**src/rtl/axi_lite_reg_slave.sv**
```systemverilog
// AXI-Lite responder exposing four read/write registers in a 16-byte window.
// Independent write and read FSMs; synchronous active-high reset.
module axi_lite_reg_slave #(
  parameter int                    DATA_WIDTH = 32,
  parameter int                    ADDR_WIDTH = 8,
  parameter int                    RESP_WIDTH = 3,
  parameter logic [ADDR_WIDTH-1:0] BASE_ADDR  = 8'h00
) (
  input  logic                    s_axi_aclk,
  input  logic                    s_axi_areset,
  input  logic [ADDR_WIDTH-1:0]   s_axi_awaddr,
  input  logic                    s_axi_awvalid,
  output logic                    s_axi_awready,
  input  logic [DATA_WIDTH-1:0]   s_axi_wdata,
  input  logic [DATA_WIDTH/8:0]   s_axi_wstrb,
  input  logic                    s_axi_wvalid,
  output logic                    s_axi_wready,
  output logic [RESP_WIDTH-1:0]   s_axi_bresp,
  output logic                    s_axi_bvalid,
  input  logic                    s_axi_bready,
  input  logic [ADDR_WIDTH-1:0]   s_axi_araddr,
  input  logic                    s_axi_arvalid,
  output logic                    s_axi_arready,
  output logic [DATA_WIDTH-1:0]   s_axi_rdata,
  output logic [RESP_WIDTH-1:0]   s_axi_rresp,
  output logic                    s_axi_rvalid,
  input  logic                    s_axi_rready
);

  localparam int NBYTES = DATA_WIDTH / 8;
  localparam logic [RESP_WIDTH-1:0] RESP_OKAY   = RESP_WIDTH'(2'd0);
  localparam logic [RESP_WIDTH-1:0] RESP_SLVERR = RESP_WIDTH'(2'd2);
  localparam logic [RESP_WIDTH-1:0] RESP_DECERR = RESP_WIDTH'(2'd3);

  typedef enum logic [1:0] {W_IDLE, W_WAIT_DATA, W_WAIT_ADDR, W_RESP} w_state_e;
  typedef enum logic {R_IDLE, R_DATA} r_state_e;

  function automatic logic [RESP_WIDTH-1:0] decode_resp(input logic [ADDR_WIDTH-1:0] addr);
    logic [RESP_WIDTH-1:0] resp;
    if (addr[ADDR_WIDTH-1:4] != BASE_ADDR[ADDR_WIDTH-1:4]) resp = RESP_DECERR;
    else if (addr[1:0] != 2'd0)                            resp = RESP_SLVERR;
    else                                                   resp = RESP_OKAY;
    return resp;
  endfunction

  function automatic logic [DATA_WIDTH-1:0] merge_bytes(input logic [DATA_WIDTH-1:0] old_val,
                                                        input logic [DATA_WIDTH-1:0] new_val,
                                                        input logic [NBYTES-1:0]     strb);
    logic [DATA_WIDTH-1:0] res;
    res = old_val;
    for (int i = 0; i < NBYTES; i++) begin
      if (strb[i]) res[8*i +: 8] = new_val[8*i +: 8];
    end
    return res;
  endfunction

  w_state_e              w_state_r;
  r_state_e              r_state_r;
  logic [DATA_WIDTH-1:0] regs_r [4];
  logic [ADDR_WIDTH-1:0] aw_addr_r;
  logic [DATA_WIDTH-1:0] w_data_r;
  logic [NBYTES-1:0]     w_strb_r;
  logic                  bvalid_r;
  logic [RESP_WIDTH-1:0] bresp_r;
  logic                  rvalid_r;
  logic [RESP_WIDTH-1:0] rresp_r;
  logic [DATA_WIDTH-1:0] rdata_r;

  logic                  wr_commit_s;
  logic [ADDR_WIDTH-1:0] wr_addr_s;
  logic [DATA_WIDTH-1:0] wr_data_s;
  logic [NBYTES-1:0]     wr_strb_s;
  logic [RESP_WIDTH-1:0] wr_resp_s;
  logic [RESP_WIDTH-1:0] rd_resp_s;
  logic                  wstrb_msb_unused_s;

  // The top strobe bit has no data byte behind it.
  assign wstrb_msb_unused_s = s_axi_wstrb[NBYTES];

  // Readies are decoded from state so they rise in the first cycle out of reset.
  assign s_axi_awready = ~s_axi_areset & ((w_state_r == W_IDLE) | (w_state_r == W_WAIT_ADDR));
  assign s_axi_wready  = ~s_axi_areset & ((w_state_r == W_IDLE) | (w_state_r == W_WAIT_DATA));
  assign s_axi_arready = ~s_axi_areset & (r_state_r == R_IDLE);
  assign s_axi_bvalid  = bvalid_r;
  assign s_axi_bresp   = bresp_r;
  assign s_axi_rvalid  = rvalid_r;
  assign s_axi_rresp   = rresp_r;
  assign s_axi_rdata   = rdata_r;
  assign rd_resp_s     = decode_resp(s_axi_araddr);

  // Select the address/data pair that completes a write in this cycle.
  always_comb begin
    wr_commit_s = 1'b0;
    wr_addr_s   = s_axi_awaddr;
    wr_data_s   = s_axi_wdata;
    wr_strb_s   = s_axi_wstrb[NBYTES-1:0];
    case (w_state_r)
      W_IDLE:      wr_commit_s = s_axi_awvalid & s_axi_wvalid;
      W_WAIT_DATA: begin
        wr_commit_s = s_axi_wvalid;
        wr_addr_s   = aw_addr_r;
      end
      W_WAIT_ADDR: begin
        wr_commit_s = s_axi_awvalid;
        wr_data_s   = w_data_r;
        wr_strb_s   = w_strb_r;
      end
      default:     wr_commit_s = 1'b0;
    endcase
    wr_resp_s = decode_resp(wr_addr_s);
  end

  // Write FSM, register file and B channel.
  always_ff @(posedge s_axi_aclk) begin
    if (s_axi_areset) begin
      w_state_r <= W_IDLE;
      bvalid_r  <= 1'b0;
      bresp_r   <= RESP_OKAY;
      aw_addr_r <= '0;
      w_data_r  <= '0;
      w_strb_r  <= '0;
      for (int i = 0; i < 4; i++) regs_r[i] <= '0;
    end else begin
      if (wr_commit_s && (wr_resp_s == RESP_OKAY)) begin
        regs_r[wr_addr_s[3:2]] <= merge_bytes(regs_r[wr_addr_s[3:2]], wr_data_s, wr_strb_s);
      end
      if (wr_commit_s) begin
        w_state_r <= W_RESP;
        bvalid_r  <= 1'b1;
        bresp_r   <= wr_resp_s;
      end else begin
        case (w_state_r)
          W_IDLE: begin
            if (s_axi_awvalid) begin
              aw_addr_r <= s_axi_awaddr;
              w_state_r <= W_WAIT_DATA;
            end else if (s_axi_wvalid) begin
              w_data_r  <= s_axi_wdata;
              w_strb_r  <= s_axi_wstrb[NBYTES-1:0];
              w_state_r <= W_WAIT_ADDR;
            end
          end
          W_WAIT_DATA, W_WAIT_ADDR: w_state_r <= w_state_r;
          W_RESP: begin
            if (s_axi_bready) begin
              bvalid_r  <= 1'b0;
              w_state_r <= W_IDLE;
            end
          end
          default: begin
            bvalid_r  <= 1'b0;
            w_state_r <= W_IDLE;
          end
        endcase
      end
    end
  end

  // Read FSM; samples the register file before any same-edge write lands.
  always_ff @(posedge s_axi_aclk) begin
    if (s_axi_areset) begin
      r_state_r <= R_IDLE;
      rvalid_r  <= 1'b0;
      rresp_r   <= RESP_OKAY;
      rdata_r   <= '0;
    end else begin
      case (r_state_r)
        R_IDLE: begin
          if (s_axi_arvalid) begin
            rresp_r   <= rd_resp_s;
            rdata_r   <= (rd_resp_s == RESP_OKAY) ? regs_r[s_axi_araddr[3:2]] : '0;
            rvalid_r  <= 1'b1;
            r_state_r <= R_DATA;
          end
        end
        R_DATA: begin
          if (s_axi_rready) begin
            rvalid_r  <= 1'b0;
            r_state_r <= R_IDLE;
          end
        end
        default: begin
          rvalid_r  <= 1'b0;
          r_state_r <= R_IDLE;
        end
      endcase
    end
  end

endmodule
```
**config.mk**
```make
export PLATFORM = sky130hd
export DESIGN_NAME = axi_lite_reg_slave
export DESIGN_NICKNAME = d
export VERILOG_FILES = /design/src/rtl/axi_lite_reg_slave.sv
export SDC_FILE = /design/constraint.sdc
export NUM_CORES = 1
export LEC_CHECK = 0
export BUFFER_PORTS_ARGS = -buffer_cell sky130_fd_sc_hd__buf_2
export CORE_ASPECT_RATIO = 1.1
export CORE_UTILIZATION = 63
export CTS_BUF_LIST = sky130_fd_sc_hd__clkbuf_16
export DETAILED_ROUTE_END_ITERATION = 8
export GPL_ROUTABILITY_DRIVEN = 1
export PLACE_DENSITY = 0.95
export SLEW_MARGIN = 25
export SYNTH_ARGS = -nofsm -noshare
export SYNTH_HDL_FRONTEND = slang
export SYNTH_SLANG_ARGS = --single-unit
```
**constraint.sdc**
```tcl
create_clock -name s_axi_aclk -period 8.7 [get_ports s_axi_aclk]
set_input_delay 1.305 -clock s_axi_aclk [delete_from_list [all_inputs] [get_ports s_axi_aclk]]
set_output_delay 1.305 -clock s_axi_aclk [all_outputs]
set_load 0.05 [all_outputs]
```
==> Word level (Yosys, flattened, before mapping) <==
Memory sizes are Yosys's and may differ from the RTL's.
Cells that the tools add are included.
{ "totals": {"register_bits": 87, "mem_bits_rw": 128, "in_bits": 60, "n_memories": 1} }
{ "op_classes": {"eq_ne": 12, "muxes": 43, "bitwise_logic": 10, "n_reduce_logical": 22} }
{ "mem_list": {"columns": ["name", "words", "word_bits", "rd", "rd_ports_with_merged_regs", "write_ports", "line", "source"], "rows": [
  ["regs_r", 4, 32, 1, 0, 4, "59", "logic [DATA_WIDTH-1:0] regs_r [4];"]
]} }
{ "op_table": {"columns": ["cell", "count"], "rows": [
  ["8-bit 2-to-1 mux", 13],
  ["32-bit 2-to-1 mux", 3],
  ["32-bit OR reduction", 1],
  ["2-bit 2-to-1 mux", 9],
  ["3-bit inequality test, second input constant", 5],
  ["2-bit AND reduction", 7],
  ["1-bit 2-to-1 mux", 12],
  ["4-bit 2-to-1 mux", 2],
  ["2-bit nonzero test", 4],
  ["4-bit nonzero test", 2],
  ["3-bit logical NOT", 2],
  ["2-bit inequality test, second input constant", 3],
  ["3-bit AND reduction", 2],
  ["1-bit AND", 4],
  ["2-bit equality test, second input constant", 2],
  ["4-bit inequality test, second input constant", 1],
  ["1-bit NOT", 4],
  ["1-bit case mux with 2 select lines", 2],
  ["2-bit case mux with 2 select lines", 1],
  ["4-bit AND reduction", 1],
  ["1-bit case mux with 3 select lines", 1],
  ["2-bit by 1-bit equality test with 1-bit output, second input constant", 1],
  ["2-bit logical NOT", 1],
  ["1-bit OR", 2],
  ["2 further kinds", 2]
]} }

==> Longest topological paths before layout <==
Gate-level depths: netlist (run 1).
{ "logic_depth": {"ltp_word": 13, "mapped_depth": 10, "mapped_depth_nobuf": 6} }

==> Worst setup path after synthesis (run 1) <==
No wires, ideal clock.
{ "synth_path": {"kind": "input to output", "from": "input s_axi_areset", "to": "output s_axi_awready", "arrival_time_ns": 2.580, "required_ns": 7.395, "slack_ns": 4.815, "path_stages": 4, "n_path_buf": 3, "cell_sequence": "clkbuf_1 clkbuf_1 buf_1 nor2_1"} }
{ "synth_between": {"elab_chain_len": 2} }
{ "synth_lines": {"columns": ["element", "line", "source"], "rows": [
  ["from (decl)", "10", "input logic s_axi_areset,"],
  ["1-bit NOT", "81", "assign s_axi_awready = ~s_axi_areset & ((w_state_r == W_IDLE) | (w_state_r == W_WAIT_ADDR));"],
  ["1-bit AND", "81", null],
  ["to (decl)", "13", "output logic s_axi_awready,"]
]} }
No other way between the ends.

==> results of run 1 <==
## power by group through the flow
stage               sequential [mW]  combinational, mW  clock [mW]
floorplan                      1.21              0.408           0
global placement               1.18              0.560           0
detailed placement             1.19              0.586           0
CTS                            1.17              0.595       0.890
global route                   1.18              0.656       0.929
finish                         1.17              0.616       0.891
## per-layer routing
metal	vias to the layer above	wire (µm)	global-route usage (%)	part of all wire (%)
li1	3137	-	-	-
met2	641	12200	55.3	50
met3	115	2820	5.24	12
met1	3393	8350	39.9	34
met4	0	1120	15.2	4.6
met5	-	0	0	0
## Yosys cell counts (all sizes together), types with 10 or more instances
library cell  instances  area, µm²
nand3                10       50.1
nand2                81        304
a22oi                33        248
dfxtp                85       1700
clkbuf               58        218
o21ai                16       80.1
buf                  15        104
nor2                 76        285
nor4                 65        407
a21oi                58        290
edfxtp              128       3840
nor3                 37        185
mux2i                34        340
mux4                 32        721
## flip-flops by register name (all words and copies together) (netlist names)
register,flops
aw_addr_r,8
r_state_r,1
regs_r,128
s_axi_bresp,2
s_axi_bvalid,1
s_axi_rdata,32
s_axi_rresp,2
s_axi_rvalid,1
w_data_r,32
w_state_r,2
w_strb_r,4
## stage by stage
stage               area (µm²)  power, mW  hold WS [ns]  util [%]  cells
global placement          9880       1.74         0.441      68.6   1030
detailed placement        9900       1.78         0.446      68.8   1031
finish                   10600       2.68         0.458      73.7   1069
floorplan                 9270       1.61         0.436         -    791
CTS                      10600       2.66         0.457      73.5   1069
global route             10600       2.76         0.472      73.7   1069
## worst register-to-register path: stages (launching register included)
cell,delay (ns)
dfxtp_1,0.34
inv_1,0.08
ha_1,0.51
or4b_1,0.58
o22ai_4,0.36
nand4b_1,0.83
buf_4,0.53
o21ai_0,0.69
buf_4,0.28
## cell type report
| class | instances | area [µm²] | share of cell area, % |
|---|---|---|---|
| multi-input cells | 501 | 3450 | 32.6 |
| inverters | 4 | 15.0 | 0.142 |
| well taps | 192 | 240 | 2.27 |
| flip-flops and latches | 213 | 5550 | 52.3 |
| repair buffers | 121 | 672 | 6.34 |
| clock buffers | 22 | 551 | 5.19 |
| clock inverters | 16 | 125 | 1.18 |
## logic make-up (layout without fill, tap and decap cells)
logic type | count (synthesis) | count (layout) | synth area share, %
compound gates | 133 | 133 | 9.07
other cells | 1 | 2 | 0.0405
flops | 213 | 213 | 59.8
simple gates | 294 | 294 | 15.2
fa+ha+maj | 4 | 4 | 0.540
buf+inv | 77 | 163 | 3.63
mux | 68 | 68 | 11.7
## path summary, 6_finish.rpt
kind                             start                           to  slack (ns)  depth (start not counted)
min reg2reg   w_data_r[3]$_SDFFE_PP0P_     w_data_r[3]$_SDFFE_PP0P_        0.46                          2
max reg2reg  w_state_r[1]$_SDFFE_PP0P_  regs_r[2][25]$_SDFFCE_PN0P_        4.21                          8
min           w_data_r[3]$_SDFFE_PP0P_     w_data_r[3]$_SDFFE_PP0P_        0.46                          2
max                    s_axi_awaddr[4]  regs_r[2][25]$_SDFFCE_PN0P_        4.20                          7
==> results.md, run 1 <==
- Status: finished, final reports clean
- Vias/cell: about 6.8
- Share of cells above drive strength 1: approximately 22%
- Post-Syn Area: 9270 µm²
- Setup CP Type: in -> reg
- Ant diodes: 0
- Port Buf Inserts: between 90 and 100
- CP max stage cell: nand4b_1
- Area of the core: 14400 µm²
- Async SR Flop Fraction: 0%
- Clock root buffer master: clkbuf_16
- Reg clk slew, reported paths: 0.06 ns
- Fin. max-slew vios: 0
- Final setup skew: 0.0194 ns
- Sequential share of the synthesized area: between 50% and 60%
- Final HPWL DP: 13.7 mm
- Min cycle time layout: around 4.5 ns
- Max IR drop VDD: roughly 0.34 mV
- Critical Path Sink Type: flip-flop
- Num CTS Buffers: 21
- Flop pwr share: between 40% and 50%
- Clk pwr share: between 30% and 40%
- Crit path arrival time: ~4.7 ns
- GRT Util Overall: 32.0%
- Switching power of the nets: 0.846 mW
- Pwr dens: roughly 250 nW/µm²
- CP most frequent cell: buf_4
- Worst hold path type: reg -> reg
- Setup TNS Final: 0 ns
- Prevailing post-synth register cell: edfxtp_1
- Internal power: approximately 1.8 mW
- Synth-to-layout area growth: 14.4%
- Critical Path Max Stage Delay: between 0.8 and 0.9 ns
- Commonest non-fill, non-tap cell in the layout: edfxtp_1
- Period utilization: about half
- Initial antenna violation count: 0
- Post-Syn Instances: roughly 800
- DRC viols: 0
- CP delay by family, top: simple AND/OR/NAND/NOR gates
- Worst-Margin Slew: between 1 and 1.5 ns
- Avg WL per Cell: roughly 23 µm
- RSZ-0062 raised after global routing: false
- Row cnt: 46
- Gr ovfl total: 0
- First-pass GRT wire length: 37.8 mm
- Clock Latency Late Sink: approximately 0.50 ns
- Clk sinks: ~210
- Clock tree from TritonCTS: yes
- Vias: approximately 7300
- Max Buffers Root-to-Sink: 3
- Post-CTS setup buffer count: 0
- Die X: about 120 µm
- Synth unique cells: 45
- Final-report hold violation count: 0
- Drt first-iter violations: roughly 940
- YS warnings: 0
- Die Y-Extent: 129 µm
- Final GP Congestion: 0.848
- Logic pwr share: between 20 and 25%
- WP buf/inv: 3
- Final setup fails: 0
- Vias in the first global route: around 6900
- Commonest non-fill, non-tap cells in the layout: 128 x edfxtp_1, 99 x buf_2, 85 x dfxtp_1
- Crit start category: input pin
- FMAX: ~220 MHz
- Final setup margin: around 4.2 ns
- Die area: approximately 15000 µm²
- Placement Setup Slack: 3.80 ns
- Seq cells post-synth: approximately 210
- Avg Cell Area, Syn: between 10 and 15 µm²
- Final wirelength: approximately 24 mm
- Switching Share: between 30% and 40%
- First-pass DRT Iterations: 6
- Post-synth EDFFs: about 130
- H-tree depth: 1
- Final net count: around 930
- Post-cts hold buffer count: 0
- Cell Chain, Critical Path: buf_2 -> or4_1 -> o22ai_4 -> nand4b_1 -> buf_4 -> o21ai_0 -> buf_4
- Fill cells: just under 900
- Post-cts repair resize count: 0
- Starting Density: between 60 and 70%
- Max Cap Viol: 0
- Crit-path max FO: 19
- ANT nets after route: 0
- Headroom to the max-slew limit: around 27%
- Largest net degree at the start of global routing: ~100
- Leakage: about 3.8 nW
- Required @ worst endpoint: approximately 8.9 ns
- Ports: roughly 100
(Power assumes the default switching activity.)
==> run 2, diff against run 1 <==
- CORE_UTILIZATION: 63 -> 53
- PLACE_DENSITY: 0.95 -> 0.87
- clock period: 8.7 -> 3.9 ns (I/O delays scaled with it)
==> results.md, run 2 (synthesis results as in run 1) <==
- Final GP Congestion: between 0.8 and 0.9
- Final-report hold violation count: 0
- Clk sinks: about 210
- Setup TNS Final: 0 ns
- Reg clk slew, reported paths: roughly 0.060 ns
- Die area: roughly 18000 µm²
- Starting Density: 54.3%
- DRC viols: 0
- Worst hold path type: in -> reg
- Status: finished, final reports clean
- Final wirelength: approximately 22 mm
- Final setup fails: 0
- Headroom to the max-slew limit: 39.9%
- ANT nets after route: 0
- Hold_ws: roughly 0.33 ns
- Area of the core: ~17000 µm²
- Required @ worst endpoint: approximately 4 ns
- Vias: roughly 6900
- Commonest non-fill, non-tap cells in the layout: 128 x edfxtp_1, 99 x buf_2, 85 x dfxtp_1
- Final net count: 940
- Vias in the first global route: ~7000
- Post-CTS setup buffer count: 0
- Avg WL per Cell: approximately 19 µm
- Fin. max-slew vios: 0
- Crit path arrival time: between 3 and 4 ns
- Die X: approximately 130 µm
- Max FFs per register: ~130
- Largest Register: regs_r
- Setup CP Type: reg -> reg
- Commonest non-fill, non-tap cell in the layout: edfxtp_1
- Reg2Reg Depth: 7
- Leakage: approximately 3.8 nW
- Post-cts hold buffer count: 0
- FMAX: about 320 MHz
- RSZ-0062 raised after global routing: false
- Ports: 103
- GRT Util Overall: between 20% and 30%
- Clock tree from TritonCTS: yes
- Row cnt: 50
- Clock Latency Late Sink: about 0.50 ns
- Max Buffers Root-to-Sink: 3
- Worst-Margin Slew: between 0.9 and 1 ns
- Synth-to-layout area growth: 16.2%
- Post-cts repair resize count: 0
- Crit start category: flip-flop
- Max Cap Viol: 0
- Period utilization: 79.7%
- Final setup skew: 0.0140 ns
- H-tree depth: 1
- Critical Path Sink Type: flip-flop
- First-pass DRT Iterations: 5
- Final HPWL DP: 13.8 mm
- Ant diodes: 0
- Min cycle time layout: around 3.1 ns
- Num CTS Buffers: 22
- Vias/cell: ~6
- Crit-path max FO: 8
- Port Buf Inserts: slightly below 100
- Drt first-iter violations: 567
- Share of cells above drive strength 1: between 20% and 30%
- First-pass GRT wire length: about 35 mm
- Die Y-Extent: 141 µm
- Clock root buffer master: clkbuf_16
- Initial antenna violation count: 0
- Pwr dens: around 560 nW/µm²
- Max IR drop VDD: ~0.45 mV
- Gr ovfl total: 0
- Largest net degree at the start of global routing: between 100 and 150
- WHS Path Cells: 3
## run 2: cell types whose count changed in the layout (fill, tap and decap cells not counted), sizes merged
cell    before  now
clkbuf      22   24
inv          9   10
bufinv       2    1
buf        121  134
## run 2: through the flow
stage / cell area (µm²) / std cells / setup WS (ns) / total power, mW / utilization, %
finish: 10800 / 1126 / 0.791 / 6.01 / 63.0
detailed placement: 10100 / 1086 / 0.775 / 3.99 / 58.9
global placement: 10000 / 1086 / 0.845 / 3.94 / 58.8
global route: 10800 / 1126 / 0.526 / 6.22 / 63.0
CTS: 10800 / 1126 / 0.796 / 6.02 / 63.0
floorplan: 9270 / 791 / 0.845 / 3.60 / -
## run 2: path summary, 6_finish.rpt
check | from | endpoint | slack [ns]
worst min-delay path | s_axi_wdata[3] | w_data_r[3]$_SDFFE_PP0P_ | 0.33
worst max-delay path | w_state_r[1]$_SDFFE_PP0P_ | regs_r[1][27]$_SDFFCE_PN0P_ | 0.79
worst max register to register | w_state_r[1]$_SDFFE_PP0P_ | regs_r[1][27]$_SDFFCE_PN0P_ | 0.79
worst min register to register | w_data_r[3]$_SDFFE_PP0P_ | w_data_r[3]$_SDFFE_PP0P_ | 0.45
## run 2: metal layers
layer / wire (µm) / part of all wire (%) / GRT usage [%] / vias up
met3: 1910 / 8.7 / 3.87 / 49
li1: - / - / - / 3160
met5: 0 / 0 / 0 / -
met1: 8540 / 39 / 31.7 / 3334
met2: 10900 / 50 / 42.6 / 359
met4: 529 / 2.4 / 9.23 / 0
## run 2: layout make-up
cell class                 count  area, µm²
clock inverter                16        111
multi-input combinational    501       3430
timing repair buffer         134        771
clock buffer                  24        601
tap                          234        293
sequential                   213       5550
inverter                       4       15.0
fill                        1251       6310
## run 2: report_power, final
part	switching, mW	internal [mW]	leakage (nW)
registers	0.0733	2.54	2.01
clock network	0.863	1.18	0.365
logic	0.937	0.421	1.47
total	1.87	4.14	3.84
## run 2: critical path, stage by stage, from the launching register on
cell	delay [ns]
dfxtp_1	0.34
inv_1	0.09
ha_1	0.31
or4b_1	0.54
o22ai_4	0.33
nand4_1	0.25
o31ai_1	0.69
buf_4	0.27
